## config.mk

```make
export PLATFORM = sky130hd
export DESIGN_NAME = rr_control_merge_dataless
export DESIGN_NICKNAME = d
export VERILOG_FILES = /design/src/rtl/rr_control_merge_dataless_pkg.sv /design/src/rtl/rr_control_merge_dataless_rr_arbiter.sv /design/src/rtl/rr_control_merge_dataless.sv
export SDC_FILE = /design/constraint.sdc
export NUM_CORES = 1
export LEC_CHECK = 0
export BUFFER_PORTS_ARGS = -buffer_cell sky130_fd_sc_hd__clkbuf_2
export CORE_AREA = 3 3 40 42
export CTS_BUF_LIST = sky130_fd_sc_hd__clkbuf_4 sky130_fd_sc_hd__clkbuf_8 sky130_fd_sc_hd__clkbuf_16
export CTS_CLUSTER_DIAMETER = 60
export DETAILED_ROUTE_END_ITERATION = 16
export DIE_AREA = 0 0 43 45
export GPL_TIMING_DRIVEN = 0
export PLACE_DENSITY = 0.51
export SETUP_SLACK_MARGIN = 0.05
export SYNTH_ARGS = -nofsm -noshare
export SYNTH_HDL_FRONTEND = slang
export SYNTH_SLANG_ARGS = --single-unit
```

## constraint.sdc

```tcl
create_clock -name clk -period 1.1 [get_ports clk]
set_clock_uncertainty 0.1 [all_clocks]
set_input_delay 0.165 -clock clk [delete_from_list [all_inputs] [get_ports clk]]
set_output_delay 0.165 -clock clk [all_outputs]
set_load 0.02 [all_outputs]
```

## src/rtl/rr_control_merge_dataless_pkg.sv

```systemverilog
// Shared helpers for the dataless round-robin control merge.
// Holds the clog2 helper and the SIZE/INDEX_TYPE consistency check.
package rr_control_merge_dataless_pkg;

    function automatic int clog2(input int n);
        int r;
        int v;
        r = 0;
        v = n - 1;
        while (v > 0) begin
            r = r + 1;
            v = v >> 1;
        end
        return r;
    endfunction

    function automatic bit index_width_ok(input int size, input int width);
        return (size >= 1) && (width >= 1) && (width >= clog2(size));
    endfunction

endpackage

```

## src/rtl/rr_control_merge_dataless_rr_arbiter.sv

```systemverilog
// Combinational arbiter: round-robin from ptr, or fixed priority from input 0
// when RR_CMERGE_FIXED_PRIORITY_EN is defined.
module rr_arbiter
    import rr_control_merge_dataless_pkg::*;
#(
    parameter int SIZE       = 2,
    parameter int INDEX_TYPE = 1
) (
    input  logic [SIZE-1:0]       req,
    input  logic [INDEX_TYPE-1:0] ptr,
    input  logic                  en,
    output logic [SIZE-1:0]       grant,
    output logic [INDEX_TYPE-1:0] grant_idx,
    output logic                  any
);

    int   start;
    int   pos;
    logic found;

    always_comb begin
        grant     = '0;
        grant_idx = '0;
        found     = 1'b0;
        pos       = 0;
`ifdef RR_CMERGE_FIXED_PRIORITY_EN
        start     = 0;
`else
        start     = int'(ptr);
`endif
        // Scan starting at the pointer, wrapping around modulo SIZE.
        for (int k = 0; k < SIZE; k++) begin
            pos = start + k;
            if (pos >= SIZE) begin
                pos = pos - SIZE;
            end
            if (!found && req[pos]) begin
                found     = 1'b1;
                grant_idx = INDEX_TYPE'(pos);
            end
        end
        any = found;
        if (en && found) begin
            grant = SIZE'(1) << grant_idx;
        end
    end

endmodule

```

## src/rtl/rr_control_merge_dataless.sv

```systemverilog
// Round-robin control merge for dataless tokens with an eager-fork output.
// Define RR_CMERGE_FIXED_PRIORITY_EN for fixed lowest-index priority.
module rr_control_merge_dataless
    import rr_control_merge_dataless_pkg::*;
#(
    parameter int SIZE       = 2,
    parameter int INDEX_TYPE = 1
) (
    input  logic                  clk,
    input  logic                  rst,
    input  logic [SIZE-1:0]       ins_valid,
    output logic [SIZE-1:0]       ins_ready,
    output logic                  outs_valid,
    input  logic                  outs_ready,
    output logic [INDEX_TYPE-1:0] index,
    output logic                  index_valid,
    input  logic                  index_ready
);

    if (!index_width_ok(SIZE, INDEX_TYPE)) begin : g_bad_params
        $error("rr_control_merge_dataless: INDEX_TYPE too narrow for SIZE");
    end

    logic                  slot_full_q, slot_full_d;
    logic [INDEX_TYPE-1:0] slot_idx_q, slot_idx_d;
    logic                  sent_outs_q, sent_outs_d;
    logic                  sent_idx_q, sent_idx_d;
    logic [INDEX_TYPE-1:0] rr_ptr;

    logic                  done_o, done_i, drain, can_load, load;
    logic [SIZE-1:0]       grant;
    logic [INDEX_TYPE-1:0] grant_idx;
    logic                  any;

    assign outs_valid  = slot_full_q & ~sent_outs_q;
    assign index_valid = slot_full_q & ~sent_idx_q;
    assign index       = slot_idx_q;

    assign done_o   = sent_outs_q | (outs_valid & outs_ready);
    assign done_i   = sent_idx_q | (index_valid & index_ready);
    assign drain    = slot_full_q & done_o & done_i;
    // Reset also blocks acceptance so no token is consumed while held in reset.
    assign can_load = (~slot_full_q | drain) & rst;
    assign load     = any & can_load;

    rr_arbiter #(
        .SIZE      (SIZE),
        .INDEX_TYPE(INDEX_TYPE)
    ) u_arb (
        .req      (ins_valid),
        .ptr      (rr_ptr),
        .en       (can_load),
        .grant    (grant),
        .grant_idx(grant_idx),
        .any      (any)
    );

    assign ins_ready = grant;

    always_comb begin
        slot_full_d = slot_full_q;
        slot_idx_d  = slot_idx_q;
        sent_outs_d = sent_outs_q;
        sent_idx_d  = sent_idx_q;
        if (drain) begin
            sent_outs_d = 1'b0;
            sent_idx_d  = 1'b0;
        end else if (slot_full_q) begin
            sent_outs_d = done_o;
            sent_idx_d  = done_i;
        end
        if (load) begin
            slot_full_d = 1'b1;
            slot_idx_d  = grant_idx;
        end else if (drain) begin
            slot_full_d = 1'b0;
        end
    end

    always_ff @(posedge clk or negedge rst) begin
        if (!rst) begin
            slot_full_q <= 1'b0;
            slot_idx_q  <= '0;
            sent_outs_q <= 1'b0;
            sent_idx_q  <= 1'b0;
        end else begin
            slot_full_q <= slot_full_d;
            slot_idx_q  <= slot_idx_d;
            sent_outs_q <= sent_outs_d;
            sent_idx_q  <= sent_idx_d;
        end
    end

`ifdef RR_CMERGE_FIXED_PRIORITY_EN
    assign rr_ptr = '0;
`else
    logic [INDEX_TYPE-1:0] rr_ptr_q, rr_ptr_d;

    always_comb begin
        rr_ptr_d = rr_ptr_q;
        if (load) begin
            rr_ptr_d = (int'(grant_idx) == SIZE - 1) ? '0 : grant_idx + 1'b1;
        end
    end

    always_ff @(posedge clk or negedge rst) begin
        if (!rst) begin
            rr_ptr_q <= '0;
        end else begin
            rr_ptr_q <= rr_ptr_d;
        end
    end

    assign rr_ptr = rr_ptr_q;
`endif

endmodule

```

==> implementation parameters, run 1 <==
Parameter                              Value

Placed design
  HPWL after detailed placement ... approximately 440 um
  Weighted congestion reported at the end of routability-driven placement ... about 0.73
  Number of port buffers ... 10
  Placed insts ... 52

Status
  Violated checks ... negative setup slack
  Outcome ... finished with violations

Floorplan
  I/O pin total ... 11
  Die width ... between 40 and 50 um
  Initial core utilization ... 0.2025
  Chip Height ... between 40 and 50 um
  Placement row count ... 13
  Core outline area ... 1285 um2
  Die area ... 1935 um2

Finish
  Most common cell after layout, fill and taps aside ... sky130_fd_sc_hd__buf_6
  Highest-count cells in the layout ignoring fill and taps ... sky130_fd_sc_hd__buf_6, sky130_fd_sc_hd__buf_4, sky130_fd_sc_hd__clkbuf_2
  Final net count ... 59
  Antenna cells ... 0
  Area growth from synthesis to final layout ... 112.5%
  Register Area ... 126.4 um2
  Count of non-filler cells in the finished layout ... 67
  Share of layout cells above drive strength 1 ... 0.7115
  Multi-input gate area ... 186.4 um2
  Fillers ... between 100 and 150

Power
  Total power ... about 1200 uW
  Power Dens Cells ... approximately 2100 nW/um2
  Leakage power ... 0.0002639 uW
  Worst VDD drop ... around 1.0 mV

STA
  Count of endpoints failing hold in the final timing report ... 0
  PnR worst setup slack ... -357.7 ps
  Setup repair after global routing missed its margin ... true
  Worst relative slew slack ... 0.8337
  Setup violators final ... 7
  Maximum achievable frequency ... approximately 690 MHz
  Least-Margin Pin Slew ... 249.5 ps
  Min Clock Period, post-route ... approximately 1500 ps
  Final Cycle Share ... 1.325
  Count of pins over their slew limit ... 0

Setup path
  Worst EP arrival ... around 1200 ps
  Chain of cells forming the critical path ... o22ai_2 > nand2_2 > nand3_2 > a21oi_4 > clkbuf_8
  Top delay family on crit path ... flip-flops
  Category of the worst setup path launch point ... flop
  Crit path max-delay cell type ... sky130_fd_sc_hd__dfrtp_1
  Worst Setup End Kind ... output pin
  Worst Path Required ... roughly 830 ps
  Critical path start-end classification ... reg2out
  Crit path buf inv count ... 1
  Delay of the slowest cell on the worst path ... slightly below 400 ps
  CP Max Fanout ... 2

Drt
  Met1 Wirelength ... 320 um
  Top layer in use ... met3
  Wire length after detailed routing ... about 760 um
  First-iteration detailed-routing DRC count ... 2
  Via density ... 4.433
  Drt first pass iters ... 2
  Metal3 WL ... around 62 um
  Post-DR wirelength/cell ... about 11 um
  Met2 wire length ... between 300 and 400 um
  DRC ... 0
  Total via count in the routed design ... just under 300
  ANT nets after route ... 0

Global route
  First-pass GRT wire length ... 1035 um
  Total overflow reported by the global router ... 0
  Vias in the first global route ... ~250
  Antenna violations before repair ... 0
  Largest net degree at the start of global routing ... 6
  Total global-route track usage ... 0.07776

Clocking
  TritonCTS Sinks ... 5
  Clock Latency Late Sink ... around 240 ps
  Clock root buffer ... sky130_fd_sc_hd__clkbuf_4
  CTS tree ... built
  CTS Buf Count ... 3
  Clock transition time at the flip-flop clock pins of the worst setup and hold paths ... roughly 50 ps
  Clock Tree Buf Depth ... 2
  # H-tree levels ... 1

Yosys
  Share of the yosys chip area belonging to registers ... 0.4808
  Synthesized netlist net count ... 33
  Ys Warns ... 0
  Cell count after synthesis ... 27
  Average cell area after synthesis ... 9.639 um2
  Number of distinct library cells after synthesis ... 13
  Register bit count reported by yosys ... 5
  Post-Syn Area ... about 260 um2

Min path
  Path type of the worst min-delay path ... in2reg

Run
  Total of max-cap violations ... 0
-- through the flow --
step | hold WS (ps) | cell area, um2 | setup WS, ps | TNS [ps] | utilization
after floorplan | -230.6 | 287.8 | -27.61 | -48.38 | -
after global placement | -87.42 | 356.6 | -186.1 | -443.7 | 0.2775
after detailed placement | -82.94 | 356.6 | -181.4 | -445.7 | 0.2775
after CTS | 88.94 | 466.7 | -384.9 | -1378 | 0.3632
after global routing | 97.59 | 553.0 | -421.5 | -1870 | 0.4304
final | 94.23 | 553.0 | -357.7 | -1516 | 0.4304
-- path summary, 6_finish.rpt --
check | startpoint | end | slack (ps) | cells past startpoint
worst max-delay path | sent_outs_q | ins_ready[1] | -360 | 5
worst min-delay path | rst | slot_full_q | 90 | 3
worst max register to register | sent_outs_q | rr_ptr | -230 | 6
worst min register to register | rr_ptr | index | 550 | 2
max in group asynchronous | rst | slot_full_q | 420 | 2
min in group asynchronous | rst | slot_full_q | 260 | 2
-- area by class of cell --
| type | count | share of cell area |
|---|---|---|
| Clock buffer | 4 | 0.05430 |
| Tap cell | 15 | 0.03394 |
| Inverter | 1 | 0.006787 |
| Timing Repair Buffer | 21 | 0.3394 |
| Sequential cell | 5 | 0.2285 |
| Multi-Input combinational cell | 21 | 0.3371 |
-- repair_timing --
item	CTS	global route
buffers inserted	6	4
hold buffers	1	0
gates cloned	0	0
hold endpoints to repair	5	0
pin swaps	1	4
endpoints found under the setup margin	6	10
gates resized for setup	7	19
-- worst register-to-register path, cell delays in order (launching register included) --
cell and delay, ps:
sky130_fd_sc_hd__dfrtp_1 390, sky130_fd_sc_hd__o22ai_2 190, sky130_fd_sc_hd__a21o_4 170, sky130_fd_sc_hd__buf_6 90, sky130_fd_sc_hd__buf_6 100, sky130_fd_sc_hd__nor2_4 40
sky130_fd_sc_hd__a21o_1 150
-- synth_stat cells (all sizes together) --
library cell / number / area, um2
a21oi: 5 / 25.02
nor2b: 2 / 12.51
nor2: 3 / 18.77
a21o: 2 / 22.52
o22ai: 1 / 12.51
nand2: 4 / 15.01
nand3: 1 / 5.000
o21a: 2 / 15.01
o21ai: 1 / 5.000
dfrtp: 5 / 125.1
inv: 1 / 3.750
-- flip-flops by register name (all words and copies together), names as in the netlist --
| name | count |
|---|---|
| index | 1 |
| rr_ptr | 1 |
| sent_outs_q | 1 |
| slot_full_q | 1 |
| sent_idx_q | 1 |
-- per-layer routing --
layer  track usage  up-vias
li1              -      147
met1       0.08780      138
met2        0.1168       12
met3       0.05976        0
met4       0.01807        0
met5             0        -
-- cell families after synthesis --
group	synth area share
AND/OR/NAND/NOR	0.1971
flip-flops	0.4808
buffers and inverters	0.01441
AO/OA/AOI/OAI	0.3076
-- power breakdown --
group          internal, uW  leakage (uW)  switching, uW
clock network           162     0.0000184           85.3
logic                   341      0.000186            259
registers               251     0.0000598           79.8
total                   755      0.000264            425
Note: power is estimated with default switching activity, not from simulation.
==> run 2: changes to the inputs <==
ABC_AREA = 1   (was default)
PLACE_DENSITY = 0.5   (was 0.51)
==> run 2 against run 1 <==
  * The run still ends with negative setup slack left
  * Wire length shrank 4.2%
  * Clock power shrank 6%
  * Sequential power grew 2%
  * Combinational power grew 37%
  * Sequential share of layout area grew 4.0 points
  * Clock-buffer cell count is the same
  * Via count grew 1.3%
  * Utilization shrank 6.4 points
  * Register-to-register slack lost 100 ps
  * Synthesized area shrank 2.9%
  * First-iteration DRC count shrank 50%
  * Critical endpoint is now ins_ready[0]
  * Largest cell class unchanged
  * Highest routed layer is now met4
==> implementation parameters, run 2 <==
Parameter                              Value

Setup path
  Slack of the worst reg-to-reg path ... -330 ps (was -230 ps)
  Critical path start-end classification ... reg2out (unchanged)
  Critical Path End ... ins_ready[0] (was ins_ready[1])
  CP Max Fanout ... 4 (was 2)
  Worst Setup End Kind ... output pin (unchanged)
  Worst EP arrival ... 1210 ps (was 1190 ps)
  Worst r2r path cells ... 8 (was 6)
  FF-to-FF End ... sent_outs_q (was rr_ptr)
  CP Launch Point ... slot_full_q (was sent_outs_q)
  Category of the worst setup path launch point ... flop (unchanged)
  Reg2Reg Launch Point ... slot_full_q (was sent_outs_q)
  Worst Path Required ... 830 ps (about the same)

Drt
  Total via count in the routed design ... 301 (was 297)
  Drt first pass iters ... 3 (was 2)
  Via density ... 4.239 (was 4.433)
  DRC ... 0 (unchanged)
  ANT nets after route ... 0 (unchanged)
  First-iteration detailed-routing DRC count ... 1 (was 2)
  Wire length after detailed routing ... 727 um (was 759 um)
  Post-DR wirelength/cell ... 10.24 um (was 11.33 um)

Yosys
  Library cell occupying the most area in the post-synthesis netlist ... sky130_fd_sc_hd__dfrtp_1 (unchanged)
  Share of the yosys chip area belonging to registers ... 0.4950 (was 0.4808)
  Synthesized-area fraction occupied by ao, oa, aoi and oai cells ... 0.08911 (was 0.3077)
  Xor-xnor portion of the synthesized cell area ... 0 (unchanged)
  Most common flop cell mapped by yosys ... sky130_fd_sc_hd__dfrtp_1 (unchanged)
  Proportion of netlist area held by the largest area contributor ... 0.4950 (was 0.4808)
  Number of enable-type register cells in the synthesized netlist ... 0 (unchanged)
  Area fraction in and, or, nand and nor cells after synthesis ... 0.2970 (was 0.1971)
  Leading post-synthesis cells by instance count ... sky130_fd_sc_hd__nand2_1, sky130_fd_sc_hd__inv_1, sky130_fd_sc_hd__dfrtp_1 (was sky130_fd_sc_hd__a21oi_1, sky130_fd_sc_hd__dfrtp_1, sky130_fd_sc_hd__nand2_1)
  Synthesized netlist net count ... 39 (was 33)
  Area share of fa/ha/maj cells after synthesis ... 0 (unchanged)
  Fraction of registers with async set or reset after synthesis ... 1.000 (unchanged)
  Ys Warns ... 0 (unchanged)
  Number of distinct library cells after synthesis ... 12 (was 13)
  Dominant cells by area after synthesis ... sky130_fd_sc_hd__dfrtp_1, sky130_fd_sc_hd__nand2_1, sky130_fd_sc_hd__inv_1 (was sky130_fd_sc_hd__dfrtp_1, sky130_fd_sc_hd__a21oi_1, sky130_fd_sc_hd__a21o_4)
  Cell count after synthesis ... 33 (was 27)
  Register bit count reported by yosys ... 5 (unchanged)
  Multiplexer fraction of the synthesized cell area ... 0 (unchanged)
  Largest family of logic cells by synthesized area ... simple AND/OR/NAND/NOR gates (was compound AO/OA/AOI/OAI gates)
  Most instantiated library cell after synthesis ... sky130_fd_sc_hd__nand2_1
  Average cell area after synthesis ... 7.659 um2 (was 9.639 um2)
  Post-Syn Area ... 252.7 um2 (was 260.3 um2)

Clocking
  Clock root buffer ... sky130_fd_sc_hd__clkbuf_4 (unchanged)
  Clock transition time at the flip-flop clock pins of the worst setup and hold paths ... 40 ps (was 50 ps)
  CTS Buf Count ... 3 (unchanged)
  Clock Latency Late Sink ... 240 ps (about the same)
  Clock Tree Buf Depth ... 2 (unchanged)
  # H-tree levels ... 1 (unchanged)
  TritonCTS Sinks ... 5 (unchanged)
  CTS tree ... built (unchanged)

Finish
  Most common cell after layout, fill and taps aside ... sky130_fd_sc_hd__buf_4 (was sky130_fd_sc_hd__buf_6)
  Highest-count cells in the layout ignoring fill and taps ... sky130_fd_sc_hd__buf_4, sky130_fd_sc_hd__inv_1, sky130_fd_sc_hd__nand2_2, sky130_fd_sc_hd__clkbuf_2 (was sky130_fd_sc_hd__buf_6, sky130_fd_sc_hd__buf_4, sky130_fd_sc_hd__clkbuf_2)
  Antenna cells ... 0 (unchanged)
  Count of non-filler cells in the finished layout ... 71 (was 67)
  Fillers ... 136 (was 131)
  Area growth from synthesis to final layout ... 86.14% (was 112.5%)
  Final net count ... 63 (was 59)
  Share of layout cells above drive strength 1 ... 0.6250 (was 0.7115)
  Area of all placed cells without fillers ... 470.5 um2 (was 553.0 um2)

Placed design
  Weighted congestion reported at the end of routability-driven placement ... 0.7178 (was 0.7283)
  Placed insts ... 58 (was 52)
  Worst setup timing slack at the placement stage ... -279.3 ps (was -181.4 ps)
  Number of port buffers ... 10 (unchanged)
  Total cell area at the placement stage ... 321.6 um2 (was 356.6 um2)
  HPWL after detailed placement ... 409.4 um (was 436 um)

STA
  Setup repair after global routing missed its margin ... true (unchanged)
  Count of pins over their slew limit ... 0 (unchanged)
  Worst relative slew slack ... 0.8409 (was 0.8337)
  Least-Margin Pin Slew ... 237.8 ps (was 249.5 ps)
  Setup violators final ... 8 (was 7)
  Count of endpoints failing hold in the final timing report ... 0 (unchanged)
  Final Cycle Share ... 1.339 (was 1.325)
  Min Clock Period, post-route ... 1473 ps (was 1458 ps)
  PnR worst setup slack ... -373.4 ps (was -357.7 ps)
  Maximum achievable frequency ... 678.7 MHz (was 686.0 MHz)
  Hold Worst Slack ... 110.2 ps (was 94.23 ps)

Floorplan
  Initial core utilization ... 0.1967 (was 0.2025)
  Die area ... 1935 um2 (unchanged)
  Core outline area ... 1285 um2 (unchanged)
  Die width ... 43 um (unchanged)
  I/O pin total ... 11 (unchanged)
  Placement row count ... 13 (unchanged)
  Chip Height ... 45 um (unchanged)

Min path
  Cell depth of the worst hold path ... 3 (unchanged)
  Path type of the worst min-delay path ... in2reg (unchanged)

Status
  Outcome ... finished with violations (unchanged)
  Violated checks ... negative setup slack (unchanged)

Global route
  Total global-route track usage ... 0.08027 (was 0.07776)
  First-pass GRT wire length ... 1076 um (was 1035 um)
  Largest net degree at the start of global routing ... 6 (unchanged)
  Vias in the first global route ... 295 (was 251)
  Antenna violations before repair ... 0 (unchanged)
  Total overflow reported by the global router ... 0 (unchanged)

Power
  Worst VDD drop ... 0.9000 mV (was 1.020 mV)
  Leakage power ... 0.0002727 uW (was 0.0002639 uW)
  Power Dens Cells ... 2963 nW/um2 (was 2133 nW/um2)

Run
  Total of max-cap violations ... 0 (unchanged)
[run 2: cell types whose count changed after synthesis, sizes merged]
cell | before | now
or2 | 0 | 1
o22ai | 1 | 0
nand2 | 4 | 10
inv | 1 | 8
nor2b | 2 | 0
nand3 | 1 | 2
a22oi | 0 | 1
a21o | 2 | 0
nor2 | 3 | 2
a21oi | 5 | 2
nand4 | 0 | 1
o21a | 2 | 0
[run 2: layout make-up]
type	count	area, um2	share of cell area
clock buffer	4	30.03	0.06383
inverter	8	30.03	0.06383
multi-input combinational	20	128.9	0.2739
sequential	5	126.4	0.2686
tap	15	18.77	0.03989
timing repair buffer	19	136.4	0.2899
[run 2: cell families (layout without fill, tap and decap cells)]
family | count (synthesis) | after routing
flops | 5 | 5
simple gates | 16 | 16
compound gates | 4 | 4
buf+inv | 8 | 31
[run 2: through the flow]
step                setup TNS (ps)    util  total power, uW
detailed placement          -756.5  0.2502            772.3
CTS                          -1616  0.3486             1322
global placement            -695.9  0.2502            764.2
finish                       -1620  0.3661             1394
global route                 -2115  0.3661             1504
floorplan                   -135.5       -            640.8
[run 2: how the worst min path moves through the flow]
stage	endpoint	start
2_1_floorplan	index	rst
3_3_place_gp	sent_outs_q	rst
3_5_place_dp	sent_idx_q	rst
4_1_cts	sent_idx_q	index_ready
5_1_grt	sent_idx_q	index_ready
6_report	sent_idx_q	index_ready
[run 2: what timing repair did]
action / 4_1_cts / 5_1_grt
cloned: 0 / 0
hold buffers: 1 / 0
pin swaps: 2 / 2
setup buffers: 8 / 0
endpoints found under the hold margin: 5 / 0
gates resized for setup: 9 / 10
setup endpoints to repair: 7 / 9
[run 2: layer usage]
metal	vias to the layer above	global-route usage	wire, um
li1	148	-	-
met1	138	0.06829	274
met2	11	0.1228	358
met3	4	0.06375	49
met4	0	0.06627	45
met5	-	0	0
[run 2: report_power, final]
part / internal (uW) / switching (uW) / leakage, uW
Clock: 162 / 72.9 / 0.0000184
Combinational: 403 / 417 / 0.000195
Sequential: 280 / 58.6 / 0.0000597
[run 2: worst max-delay path, stage by stage (launching register included)]
cell and delay (ps):
sky130_fd_sc_hd__dfrtp_2 360, sky130_fd_sc_hd__nand2_2 60, sky130_fd_sc_hd__nand2_2 70, sky130_fd_sc_hd__nand2_2 60, sky130_fd_sc_hd__nand2_4 80, sky130_fd_sc_hd__nand4_1 130
sky130_fd_sc_hd__inv_2 100, sky130_fd_sc_hd__buf_8 110
